==> src/rtl/ddr3_rw_arbiter.sv <==
// -----------------------------------------------------------------------------
// ddr3_rw_arbiter
//
// Grants the shared DDR3 AXI4 port to either the write engine (FIFO->AXI burst
// writer) or the read engine (AXI->FIFO burst reader), one whole burst at a
// time. Writes win by default so the write FIFO keeps draining. A starvation
// counter forces a read grant after RD_STARVE_LIMIT write grants taken while a
// read was waiting. A watchdog releases a grant whose engine never reports
// completion.
//
// Ports
//   clk           system clock, rising edge
//   reset         asynchronous, active-high reset
//   arb_en        1 = new grants may be issued
//   wr_req        write engine has a burst ready (level)
//   rd_req        read engine wants a burst (level)
//   wr_done       1-cycle pulse: write burst response accepted
//   rd_done       1-cycle pulse: read burst last beat accepted
//   wr_grant      write engine owns the port (registered level)
//   rd_grant      read engine owns the port (registered level)
//   busy          1 while a grant is held
//   timeout_err   1-cycle pulse when the watchdog releases a grant
//   wr_grant_cnt  write grants issued, wraps
//   rd_grant_cnt  read grants issued, wraps
// -----------------------------------------------------------------------------
module ddr3_rw_arbiter #(
    parameter int RD_STARVE_LIMIT = 4,
    parameter int TIMEOUT_CYCLES  = 4096,
    parameter int CNT_WIDTH       = 16
) (
    input  logic                 clk,
    input  logic                 reset,
    input  logic                 arb_en,
    input  logic                 wr_req,
    input  logic                 rd_req,
    input  logic                 wr_done,
    input  logic                 rd_done,
    output logic                 wr_grant,
    output logic                 rd_grant,
    output logic                 busy,
    output logic                 timeout_err,
    output logic [CNT_WIDTH-1:0] wr_grant_cnt,
    output logic [CNT_WIDTH-1:0] rd_grant_cnt
);

    // Watchdog counts 0..TIMEOUT_CYCLES-1 while a grant is held.
    localparam int WD_W = (TIMEOUT_CYCLES > 2) ? $clog2(TIMEOUT_CYCLES) : 1;
    // Starvation counter saturates at RD_STARVE_LIMIT.
    localparam int SC_W = (RD_STARVE_LIMIT > 1) ? $clog2(RD_STARVE_LIMIT + 1) : 1;

    localparam logic [WD_W-1:0] WD_LAST = WD_W'(TIMEOUT_CYCLES - 1);
    localparam logic [SC_W-1:0] SC_MAX  = SC_W'(RD_STARVE_LIMIT);

    typedef enum logic [1:0] {
        S_IDLE = 2'd0,
        S_WR   = 2'd1,
        S_RD   = 2'd2,
        S_GAP  = 2'd3
    } state_t;

    state_t          state_r;
    logic [WD_W-1:0] wd_cnt_r;
    logic [SC_W-1:0] starve_cnt_r;

    logic starved_s;
    logic pick_rd_s;
    logic pick_wr_s;
    logic cur_done_s;
    logic wd_expire_s;
    logic release_s;
    logic timeout_s;

    // Saturating increment of the starvation counter; only counts a write
    // grant that was taken while a read was waiting.
    function automatic logic [SC_W-1:0] starve_next(input logic [SC_W-1:0] cnt,
                                                    input logic            rd_waiting);
        logic [SC_W-1:0] nxt;
        if (rd_waiting && (cnt < SC_MAX)) begin
            nxt = cnt + SC_W'(1);
        end else begin
            nxt = cnt;
        end
        return nxt;
    endfunction

    // Arbitration decision, evaluated only when the port is free (IDLE/GAP).
    always_comb begin
        starved_s = (starve_cnt_r >= SC_MAX);
        pick_rd_s = 1'b0;
        pick_wr_s = 1'b0;
        if (arb_en) begin
            if (rd_req && (!wr_req || starved_s)) begin
                pick_rd_s = 1'b1;
            end else if (wr_req) begin
                pick_wr_s = 1'b1;
            end else begin
                pick_rd_s = 1'b0;
                pick_wr_s = 1'b0;
            end
        end else begin
            pick_rd_s = 1'b0;
            pick_wr_s = 1'b0;
        end
    end

    // Release decision for the current owner; a done arriving on the watchdog
    // cycle wins, so the release counts as normal completion.
    always_comb begin
        case (state_r)
            S_WR:    cur_done_s = wr_done;
            S_RD:    cur_done_s = rd_done;
            default: cur_done_s = 1'b0;
        endcase
        wd_expire_s = (wd_cnt_r == WD_LAST);
        release_s   = cur_done_s || wd_expire_s;
        timeout_s   = wd_expire_s && !cur_done_s;
    end

    // Arbiter FSM with registered grants, busy, watchdog and counters.
    always_ff @(posedge clk or posedge reset) begin
        if (reset) begin
            state_r      <= S_IDLE;
            wr_grant     <= 1'b0;
            rd_grant     <= 1'b0;
            busy         <= 1'b0;
            timeout_err  <= 1'b0;
            wr_grant_cnt <= {CNT_WIDTH{1'b0}};
            rd_grant_cnt <= {CNT_WIDTH{1'b0}};
            wd_cnt_r     <= {WD_W{1'b0}};
            starve_cnt_r <= {SC_W{1'b0}};
        end else begin
            timeout_err <= 1'b0;
            case (state_r)
                S_IDLE, S_GAP: begin
                    if (pick_rd_s) begin
                        state_r      <= S_RD;
                        rd_grant     <= 1'b1;
                        busy         <= 1'b1;
                        rd_grant_cnt <= rd_grant_cnt + CNT_WIDTH'(1);
                        starve_cnt_r <= {SC_W{1'b0}};
                        wd_cnt_r     <= {WD_W{1'b0}};
                    end else if (pick_wr_s) begin
                        state_r      <= S_WR;
                        wr_grant     <= 1'b1;
                        busy         <= 1'b1;
                        wr_grant_cnt <= wr_grant_cnt + CNT_WIDTH'(1);
                        starve_cnt_r <= starve_next(starve_cnt_r, rd_req);
                        wd_cnt_r     <= {WD_W{1'b0}};
                    end else begin
                        state_r <= S_IDLE;
                    end
                end
                S_WR, S_RD: begin
                    if (release_s) begin
                        // One mandatory low cycle in S_GAP before the next grant.
                        state_r     <= S_GAP;
                        wr_grant    <= 1'b0;
                        rd_grant    <= 1'b0;
                        busy        <= 1'b0;
                        timeout_err <= timeout_s;
                    end else begin
                        wd_cnt_r <= wd_cnt_r + WD_W'(1);
                    end
                end
                default: begin
                    state_r  <= S_IDLE;
                    wr_grant <= 1'b0;
                    rd_grant <= 1'b0;
                    busy     <= 1'b0;
                end
            endcase
        end
    end

endmodule
==> config.mk <==
export PLATFORM = sky130hd
export DESIGN_NAME = ddr3_rw_arbiter
export DESIGN_NICKNAME = d
export VERILOG_FILES = /design/src/rtl/ddr3_rw_arbiter.sv
export SDC_FILE = /design/constraint.sdc
export NUM_CORES = 1
export LEC_CHECK = 0
export ABC_AREA = 1
export BUFFER_PORTS_ARGS = -buffer_cell sky130_fd_sc_hd__buf_2
export CORE_UTILIZATION = 57
export DETAILED_ROUTE_END_ITERATION = 8
export GPL_TIMING_DRIVEN = 1
export PLACE_DENSITY = 0.78
export SYNTH_ARGS = -nofsm -noshare
export SYNTH_HDL_FRONTEND = slang
export SYNTH_SLANG_ARGS = --single-unit
==> constraint.sdc <==
create_clock -name clk -period 2.6 [get_ports clk]
set_clock_uncertainty 0.1 [all_clocks]
set_input_delay 0.78 -clock clk [delete_from_list [all_inputs] [get_ports clk]]
set_output_delay 0.78 -clock clk [all_outputs]
set_load 0.01 [all_outputs]
======== Yosys cells after proc, flatten, opt, wreduce, memory -nomap -nowiden ========
Cells that the tools add are included.
storage, ports and cells
  register bits ........................... 53
  input bits .............................. 7
cells by class
  add/sub/neg operators ................... 4
  $lt $le $gt $ge ......................... 2
  equality and inequality tests ........... 10
  mux-type cells .......................... 27
  reduce and logical (&&, ||, !) cells .... 19
  bitwise gates (word level) .............. 1
operator list
  kind                                                              number
  12-bit two-way mux                                                3
  16-bit by 1-bit adder with 16-bit output (second input constant)  2
  12-bit one-hot mux with 2 select lines                            1
  1-bit two-way mux                                                 13
  12-bit by 1-bit adder with 12-bit output (second input constant)  1
  12-bit == test (second input constant)                            1
  2-bit != test (second input constant)                             5
  3-bit two-way mux                                                 3
  3-bit AND reduction                                               3
  1-bit one-hot mux with 2 select lines                             4
  2-bit AND reduction                                               4
  2-bit == test (second input constant)                             2
  2-bit two-way mux                                                 2
  2-bit one-hot mux with 2 select lines                             1
  2-bit nonzero test                                                2
  2-bit OR reduction                                                2
  3-bit by 1-bit adder with 3-bit output (second input constant)    1
  3-bit greater-or-equal comparator (second input constant)         1
  1-bit logical AND                                                 3
  3-bit less-than comparator (second input constant)                1
  3-bit != test (second input constant)                             1
  2-bit by 1-bit == test with 1-bit output (second input constant)  1
  1-bit zero test                                                   2
  2-bit zero test                                                   1
  other kinds (2)                                                   3

======== Depth between registers and ports, before layout ========
  word-level depth ........................ 8
  mapped depth ............................ 11
  mapped depth without buffers ............ 10

======== Least setup slack after synthesis ========
Ideal clock, no wire load.
  path type ............................... in2reg
  start ................................... input port wr_req
  end ..................................... register wr_grant_cnt[11]
  stages on the path ...................... 7
  path buffers ............................ 0
  path slack .............................. 829 ps
  arrival ................................. 1,554 ps
  path through ............................ nand2_1 > a21oi_1 > nand2_1 > nor2_1 > nand2_1 > nand2_1 > nand2_1
between the ends
  word-level cells in the longest chain between the ends .. 7
  elaborated cells between the ends (all ways) .. 10
ends and longest elaborated chain
  item                                      RTL line  text
  start, declared                           34        input logic wr_req,
  1-bit zero test                           92        if (rd_req && (!wr_req || starved_s)) begin
  1-bit logical OR                          92
  1-bit logical AND                         92
  1-bit two-way mux                         92
  1-bit two-way mux                         91        if (arb_en) begin
  1-bit NOT (no source line)                -
  3-bit AND reduction (no source line) (*)  -
  end signal, assigned                      127       wr_grant_cnt <= {CNT_WIDTH{1'b0}};
  end signal, assigned                      146       wr_grant_cnt <= wr_grant_cnt + CNT_WIDTH'(1);
  end, declared                             42        output logic [CNT_WIDTH-1:0] wr_grant_cnt,
Every way passes the cells marked *; elsewhere a longest branch is shown, timed or not.
A chain may end at the register's enable or synchronous reset.

======== Worst setup path in the final report ========
  start ................................... register state_r[0]
  end ..................................... register rd_grant_cnt[8]
between the ends
  word-level cells in the longest chain between the ends .. 3
  elaborated cells between the ends (all ways) .. 4
ends and longest elaborated chain
  item                                                     RTL line  text
  start, declared                                          61        state_t state_r;
  start signal, assigned                                   122       state_r <= S_IDLE;
  start signal, assigned                                   136       state_r <= S_RD;
  start signal, assigned                                   143       state_r <= S_WR;
  2-bit == test / 2-bit zero test (equally long branches)  133       case (state_r)
  2-bit OR reduction (*)                                   133
  2-bit AND reduction (no source line) (*)                 -
  end signal, assigned                                     128       rd_grant_cnt <= {CNT_WIDTH{1'b0}};
  end signal, assigned                                     139       rd_grant_cnt <= rd_grant_cnt + CNT_WIDTH'(1);
  end, declared                                            43        output logic [CNT_WIDTH-1:0] rd_grant_cnt
Marked as above.

==> flow_metrics.tcl <==
set metrics [dict create \
    ir_worst_vdd_uv 463 \
    vias_per_cell 5.08 \
    cts_setup_buffers 0 \
    max_stage_delay_ns 0.36 \
    placed_cells 526 \
    cts.repair.resized 0 \
    relSlewSlack_pct 63.0 \
    syn_area_per_cell_sq_um 7.26 \
    yosysWarnings 0 \
    area_growth_pct 12.9 \
    cp_cell_sequence "inv_1 -> ha_1 -> and3_1 -> nand2_2 -> inv_1 -> nand3_1 -> xor2_1" \
    nets 476 \
    avgRoutedWirePerCell_um 12.0 \
    port_buffers 42 \
    grt_max_degree 30 \
    die_w_um 74.8 \
    dpl.hpwl_um 4750 \
    layout_commonest_cell "nand2_1" \
    fmax_mhz 514 \
    p_per_area_mw_per_mm2 697 \
    crit_family "simple AND/OR/NAND/NOR gates" \
    cts_buffer_depth 2 \
    multi_input_area_sq_mm 0.00149 \
    cp_common_cell "inv_1" \
    finalSetupViolCount 0 \
    netlist.area_leader.share_pct 43.9 \
    place_congestion 0.850 \
    vias 2713 \
    die_height_um 74.8 \
    holdWs_ns 0.386 \
    ios 43 \
    setup_ws_ns 0.654 \
    num_antenna_cells 0 \
    seq_area_sq_mm 0.00133 \
    start_util_pct 59.1 \
    crit_required_ns 2.70 \
    drive_gt1_share_pct 14.0 \
    cp-start-kind "flop" \
    fin_crit_ns 1.95 \
    final-instance-count-excl-fill 534 \
    clock_sinks 53 \
    cp_data_arrival_time_ns 2.05 \
    power.leakage_nw 1.76 \
    syn_inst 416 \
    cts_made_buffers 5 \
    drt_first_pass_iters 4 \
    synthArstFlopShare_pct 100 \
    most-common-layout-cells "nand2_1, dfrtp_1, nor2_1" \
    grt_antenna_before_repair 0 \
    crit_path_max_fanout 14 \
    die_area_sq_mm 0.00559 \
    cts-root-buf "clkbuf_8" \
    num_rows 26 \
    nFillCells 456 \
    htree_levels 2 \
    synth_seq_cells 53 \
    ant_nets 0 \
    drtIter0Drc 207 \
    postCtsHoldBufs 0 \
    hold_class "flop to flop" \
    rsz0062_at_grt "no" \
    cp-end-kind "flop" \
    synth_area_sq_mm 0.00302 \
    yosys.cell_types.count 28 \
    grt_pass1_vias 2440 \
    dp_slack_ns 0.415 \
    critical-path-slowest-cell "dfrtp_1" \
    insertion_delay_ns 0.31 \
    synth_edf_count 0 \
    grt_usage_pct 24.9 \
    synth_top_flop_cell "dfrtp_1" \
    drv_slew 0 \
    power_mw 2.38 \
    cts_tree "yes" \
    wl_um 6420 \
    ys_seq_area_share_pct 43.9 \
    fin_crit_sh_pct 74.8 \
    core-area_sq_mm 0.00511 \
    run_status "complete, no violations" \
    worst_slew_pin_slew_ns 0.555 \
    hold_viol 0 \
    cp_num_buf_inv 2 \
    overflow 0 \
    grt_pass1_wl_um 10700 \
    clk_pin_slew_ns 0.10 \
    synth_nets 429 \
    timing_worst_setup_path_type "flop to flop" \
    fin_setup_tns_ns 0 \
    drv_cap 0 \
    synthTopCellsByArea "dfrtp_1, nand2_1, nor2_1" \
    synth_top_cell_by_area "dfrtp_1" \
    drc 0 \
]
-- stage by stage --
| stage | utilization (%) | instance area, sq um |
|---|---|---|
| 4_1_cts | 66.8 | 3410 |
| 2_1_floorplan | - | 3020 |
| 5_1_grt | 66.8 | 3410 |
| 3_5_place_dp | 65.1 | 3320 |
| 6_report | 66.8 | 3410 |
| 3_3_place_gp | 65.1 | 3320 |
-- power by group --
part / switching (mW) / total [mW] / internal, mW
combinational: 0.516 / 0.786 / 0.269
clock: 0.278 / 0.471 / 0.193
sequential: 0.152 / 1.12 / 0.968
-- logic make-up after synthesis --
kind of cell / Yosys count / share of synthesized area, %
and+or+nand+nor: 269 / 37.8
DFF: 53 / 43.9
buffers and inverters: 50 / 6.71
xor gates and xnor gates: 20 / 5.80
AOI/OAI and AO/OA: 18 / 3.31
adders and majority gates: 6 / 2.49
-- path summary, 6_finish.rpt --
| check | start | to | slack (ns) | depth (start not counted) |
|---|---|---|---|---|
| worst max register to register | state_r[0] | rd_grant_cnt[8] | 0.65 | 7 |
| worst min-delay path | rd_grant | rd_grant | 0.39 | 2 |
| max in group asynchronous | reset | wd_cnt_r[8] | 1.45 | 3 |
| worst max-delay path | state_r[0] | rd_grant_cnt[8] | 0.65 | 7 |
| min in group asynchronous | reset | wr_grant_cnt[14] | 0.41 | 2 |
| worst min register to register | rd_grant | rd_grant | 0.39 | 2 |
-- flip-flops by register name (all words and copies together), names as in the netlist --
register      flops
wd_cnt_r         12
rd_grant          1
wr_grant_cnt     16
rd_grant_cnt     16
state_r           2
timeout_err       1
wr_grant          1
busy              1
starve_cnt_r      3
-- synth_stat cells (all sizes together) (5+ instances only) --
library cell and count:
buf 5, nand4 10, nand3 34, xnor2 7, nand2 162, xor2 13, ha 6, inv 44
nor3 10, nor2 49, o21ai 10, dfrtp 53
-- routing by layer --
| metal | up-vias | routed length [um] | track usage (%) |
|---|---|---|---|
| met2 | 41 | 2980 | 40.9 |
| li1 | 1400 | - | - |
| met5 | - | 0 | 0 |
| met4 | 0 | 86 | 9.01 |
| met3 | 7 | 179 | 3.35 |
| met1 | 1265 | 3180 | 33.8 |
-- worst reg2reg max path, cell delays in order, from the launching register on --
cell and delay [ns]:
dfrtp_1 0.36, inv_1 0.06, ha_1 0.31, and3_1 0.27, nand2_2 0.08, inv_1 0.35, nand3_1 0.15, xor2_1 0.17
-- layout make-up --
type | count | area share [%]
clock buffers | 6 | 2.13
clock inverters | 2 | 0.404
well taps | 70 | 2.57
inverters | 44 | 4.84
multi-input cells | 313 | 43.7
flip-flops and latches | 53 | 38.9
repair buffers | 46 | 7.41
Note: power is estimated with default switching activity, not from simulation.
